File: src/rtl/adler32_stream.sv
// Streaming Adler-32 checksum over byte beats of LANES bytes.
// Holds one result until the consumer takes it, then reopens for the next message.
module adler32_stream #(
    parameter int LANES = 1,
    parameter int LEN_W = 32
) (
    input  logic                 clk,
    input  logic                 rst,
    input  logic                 in_valid,
    output logic                 in_ready,
    input  logic [8*LANES-1:0]   in_data,
    input  logic [LANES-1:0]     in_keep,
    input  logic                 in_last,
    output logic                 out_valid,
    input  logic                 out_ready,
    output logic [31:0]          out_checksum,
    output logic [LEN_W-1:0]     out_len
);

    localparam logic [16:0] MOD = 17'd65521;

    typedef enum logic [1:0] {IDLE, ACCUM, DONE} state_t;

    state_t             state_q, state_d;
    logic [15:0]        a_q, a_d, b_q, b_d;
    logic [LEN_W-1:0]   len_q, len_d;
    logic [31:0]        sum_q, sum_d;
    logic [LEN_W-1:0]   olen_q, olen_d;

    logic               accept;
    logic [16:0]        a_acc, b_acc;
    logic [LEN_W-1:0]   len_base, cnt;

    // Per-byte fold: both sums stay below 2*MOD, so one conditional subtract reduces each.
    always_comb begin
        a_acc    = (state_q == IDLE) ? 17'd1 : {1'b0, a_q};
        b_acc    = (state_q == IDLE) ? 17'd0 : {1'b0, b_q};
        len_base = (state_q == IDLE) ? '0 : len_q;
        cnt      = '0;
        for (int i = 0; i < LANES; i++) begin
            if (!in_last || in_keep[i]) begin
                a_acc = a_acc + {9'd0, in_data[8*i +: 8]};
                if (a_acc >= MOD) a_acc = a_acc - MOD;
                b_acc = b_acc + a_acc;
                if (b_acc >= MOD) b_acc = b_acc - MOD;
                cnt = cnt + LEN_W'(1);
            end
        end
    end

    assign in_ready  = !rst && (state_q != DONE);
    assign out_valid = (state_q == DONE);
    assign accept    = in_valid && in_ready;

    always_comb begin
        // NOTE: every output of this block gets a default first so no latch can be inferred.
        state_d = state_q;
        a_d     = a_q;
        b_d     = b_q;
        len_d   = len_q;
        sum_d   = sum_q;
        olen_d  = olen_q;
        case (state_q)
            IDLE, ACCUM: begin
                if (accept) begin
                    a_d   = a_acc[15:0];
                    b_d   = b_acc[15:0];
                    len_d = len_base + cnt;
                    if (in_last) begin
                        state_d = DONE;
                        sum_d   = {b_acc[15:0], a_acc[15:0]};
                        olen_d  = len_base + cnt;
                    end else begin
                        state_d = ACCUM;
                    end
                end
            end
            DONE: begin
                if (out_ready) state_d = IDLE;
            end
            default: state_d = IDLE;
        endcase
    end

    // NOTE: sequential state uses non-blocking assignments only.
    always_ff @(posedge clk or posedge rst) begin
        if (rst) begin
            state_q <= IDLE;
            a_q     <= 16'd1;
            b_q     <= 16'd0;
            len_q   <= '0;
            sum_q   <= '0;
            olen_q  <= '0;
        end else begin
            state_q <= state_d;
            a_q     <= a_d;
            b_q     <= b_d;
            len_q   <= len_d;
            sum_q   <= sum_d;
            olen_q  <= olen_d;
        end
    end

    assign out_checksum = sum_q;
    assign out_len      = olen_q;

endmodule

File: config.mk
export PLATFORM = sky130hd
export DESIGN_NAME = adler32_stream
export DESIGN_NICKNAME = d
export VERILOG_FILES = /design/src/rtl/adler32_stream.sv
export SDC_FILE = /design/constraint.sdc
export NUM_CORES = 1
export LEC_CHECK = 0
export BUFFER_PORTS_ARGS = -buffer_cell sky130_fd_sc_hd__buf_4
export CAP_MARGIN = 20
export CORE_MARGIN = 3
export CORE_UTILIZATION = 55
export CTS_BUF_LIST = sky130_fd_sc_hd__clkbuf_16
export DETAILED_ROUTE_END_ITERATION = 8
export HOLD_SLACK_MARGIN = 0.1
export PLACE_DENSITY = 0.88
export SLEW_MARGIN = 20
export SYNTH_ARGS = -nofsm -noshare
export SYNTH_HDL_FRONTEND = slang
export SYNTH_SLANG_ARGS = --single-unit
File: constraint.sdc
create_clock -name clk -period 7.3 [get_ports clk]
set_clock_uncertainty 0.15 [all_clocks]
set_input_delay 0.365 -clock clk [delete_from_list [all_inputs] [get_ports clk]]
set_output_delay 0.365 -clock clk [all_outputs]
set_load 0.1 [all_outputs]
==> parameters.txt <==
Parameter                              Value

Floorplan
  Chip Height ... 129.5 um
  Num rows ... 44
  Count of pins on the block boundary ... 80
  Die area ... approximately 17,000 um2
  Die Span X ... approximately 130 um
  Area of the core ... 14,750 um2
  Initial Util ... 0.5686

STA
  Worst Tran Pin Value ... roughly 1000 ps
  Slew HR ... 0.3106
  Clock period minus worst slack ... 6852 ps
  Final worst-path cycle share ... 0.9387
  Final TNS setup ... 0 ps
  Max Transition Viols Final ... 0
  Hold violation total from the final report ... 0
  Number of failing setup endpoints in the final timing report ... 0
  Worst hold slack ... 268.7 ps
  Highest attainable clock frequency ... 145.9 MHz

Pwr
  Static Leakage ... 4.259 nW
  Cell area power density ... 339.6 nW/um2
  Largest voltage drop on the vdd net ... 0.3592 mV

Layout
  P&R area growth vs syn ... 16.39%
  Final Instance Count excl. Fillers ... 1,249
  Layout net count ... about 1,100
  Share of post-route cells with drive strength above 1 ... 0.1513
  Final instance area ... 9764 um2
  Final core utilization ... 0.6618

Synthesis
  Sequential fraction of the synthesis area ... 0.3879
  Mapped Area ... 8389 um2
  Number of register bits inferred by synthesis ... between 100 and 150
  Basic-gate share of the synthesized area counting and, or, nand and nor cells ... 0.2203
  Post-synthesis cell type with the largest combined area ... dfrtp_1
  Post-synthesis compound-gate area fraction ... 0.2191
  Synth unique cells ... between 80 and 90
  Post-synthesis instance total ... 983
  Post-Synth XOR/XNOR Area ... 0.07815
  Largest cells by area after synthesis ... dfrtp_1 38%, nand2_1 7.3%, o21ai_0 6.6%, ha_1 4.6%, xnor2_1 4.4%
  Most common cell in the netlist ... nand2_1
  Fraction of post-synthesis cell area in the top cell type by area ... 0.3848
  Warnings from Yosys ... 0
  Main combinational cell family by area after synthesis ... simple AND/OR/NAND/NOR gates
  Syn_nets ... 1,030
  Adder-cell share of the synthesized area ... 0.05101
  Post-synth EDFFs ... 0
  Main synth FF type ... dfrtp_1
  Synth top cells by count ... 164 x nand2_1, 129 x dfrtp_1, 111 x o21ai_0
  Portion of netlist area occupied by mux cells ... 0.007457
  Share of synthesized registers carrying an async set or reset ... 1.000
  Syn Area/Cell ... 8.534 um2

Worst setup path
  Longest individual stage delay on the worst path ... 490 ps
  Critical Setup Path Class ... register to register
  Kind of start point of the critical path ... register
  Crit. Startpoint ... state_q[0]$_DFFE_PP0P_
  Kind of cell adding the most delay to the critical path ... simple AND/OR/NAND/NOR gates
  Data arrival time of the critical path ... 7060 ps
  Slowest stage cell, crit path ... or4_1
  Data required time at the worst endpoint ... 7510 ps
  Worst Path Max Fanout ... 24
  Critical R2R Launch ... state_q[0]$_DFFE_PP0P_
  Endpoint type of the worst setup path ... register
  CP bufs+invs ... 2
  Most repeated library cell on the critical path ... nand2_1

Global routing
  Largest net degree at the start of global routing ... between 70 and 80
  Initial antenna violation count ... 0
  Global-route met2 utilization ... 0.4622
  Grt met1 use ... 0.3451
  Total track usage ... 0.2788
  Wire length of the first global-routing pass ... 37,040 um
  Met3 demand-to-capacity share in global routing ... 0.07255
  Via count of the first global-routing pass ... 7,426
  Total grt overflow ... 0
  Layer with the highest usage ... met2

Route
  Via-to-Cell Ratio ... 6.149
  Drt drc ... 0
  Final ANT Viol Nets ... 0
  Number of optimization iterations in the first detailed-route pass ... 5
  DRC marker count from the first detailed-route iteration ... ~680
  Detail-routed net length per standard cell ... 18.03 um
  Overall via count from detail_route ... 7,680
  DRT Wirelength ... 22,520 um

CTS
  TritonCTS sink count ... 130
  Clk Latency, worst-skew pair ... 430 ps
  Clock-pin slew on the worst setup and hold paths ... roughly 60 ps
  Root buffer selected by CTS ... clkbuf_16
  H-tree depth ... 4
  Inserted Clock Buffers ... 17
  Buffers inserted during post-CTS setup optimization ... 0
  TritonCTS clock tree ... yes
  Worst-case clock buffer depth ... 2

Placed design
  Final RePlAce weighted congestion ... around 0.99
  Dpl cell area ... 9139 um2
  Dpl cells ... 1,213
  Count of port buffers added during placement ... 79
  HPWL reported at the end of detailed placement ... approximately 16,000 um

Worst hold path
  Startpoint of the tightest hold check path ... in_valid
  Tightest Hold Check Type ... input pin to register

Job
  Max cap viols ... 0

Run status
  Result of the run ... completed
[stage by stage]
step           power, mW  worst slack [ps]
2_1_floorplan      2.128             195.0
3_3_place_gp       2.492             439.6
3_5_place_dp       2.508             214.5
4_1_cts            3.291             154.0
5_1_grt            3.483            -1.898
6_report           3.316             447.7
[worst paths after layout]
kind,cells after the start,to,slack (ps)
max,25,b_q[0]$_DFFE_PP0P_,450
min,4,state_q[0]$_DFFE_PP0P_,270
max reg2reg,25,b_q[0]$_DFFE_PP0P_,450
min reg2reg,2,out_len[9]$_DFFE_PP0P_,330
min in group asynchronous,3,out_len[20]$_DFFE_PP0P_,550
max in group asynchronous,4,b_q[0]$_DFFE_PP0P_,5220
[worst min-delay path: cells and delay by family]
kind,cells,cell delay (ps)
AOI/OAI and AO/OA,1,50
buffers and inverters,1,110
and+or+nand+nor,2,280
[metal layers]
layer,vias to the layer above,share of wire
met1,3664,0.42
met4,0,0.035
li1,3645,-
met3,71,0.064
met5,-,0
met2,300,0.48
[logic make-up (layout without fill, tap and decap cells)]
kind of cell | count (synthesis) | in the layout
xor gates and xnor gates | 74 | 74
muxes | 6 | 6
DFF | 130 | 130
and+or+nand+nor | 385 | 385
AOI/OAI and AO/OA | 282 | 282
other | 0 | 1
buffers and inverters | 73 | 154
adders and majority gates | 33 | 33
[layout make-up]
| class | count | area, um2 |
|---|---|---|
| Inverter | 21 | 81.33 |
| Fill cell | 1225 | 4990 |
| Multi-Input combinational cell | 780 | 4888 |
| Clock buffer | 17 | 425.4 |
| Timing Repair Buffer | 101 | 765.7 |
| Antenna cell | 1 | 2.502 |
| Tap cell | 184 | 230.2 |
| Sequential cell | 130 | 3254 |
| Clock inverter | 15 | 116.4 |
[repair_timing]
| item | in CTS | in global routing |
|---|---|---|
| endpoints found under the hold margin | 75 | 0 |
| gates resized for setup | 0 | 8 |
| endpoints found under the setup margin | 0 | 32 |
| hold buffers | 3 | 0 |
[where the power goes]
| part | total (mW) | internal (mW) | switching (mW) |
|---|---|---|---|
| registers | 0.930 | 0.838 | 0.0920 |
| clock network | 0.779 | 0.462 | 0.317 |
| logic | 1.61 | 0.469 | 1.14 |
[flip-flops by register name, indices dropped and copies added (netlist names)]
name and count:
a_q 16, b_q 16, len_q 32, out_checksum 32
out_len 32, state_q 2
[placed cells by master (no fill, tap or decap), types with 4 or more instances in the layout]
master,netlist,routed
nand4_1,11,11
nor2b_1,7,7
clkbuf_16,0,17
xnor2_1,42,39
buf_4,5,98
a211oi_1,5,4
or3_1,4,4
xor2_1,31,31
a22o_1,10,10
nand3_1,30,30
and3_1,15,15
ha_1,31,31
o21ai_0,111,111
dfrtp_1,129,129
nor2_1,75,74
a31oi_1,6,6
o31ai_1,21,21
o21ai_1,6,6
and2_1,34,34
mux2i_1,4,4
nor3b_1,7,7
a21oi_1,47,47
nand2_1,164,163
o21a_1,5,5
o2111ai_1,4,4
o22ai_1,7,7
a221oi_1,9,9
clkinv_1,1,5
nand2b_1,5,5
nor3_1,9,9
o211ai_1,9,9
inv_1,19,19
Power figures use the tool's default switching activity.
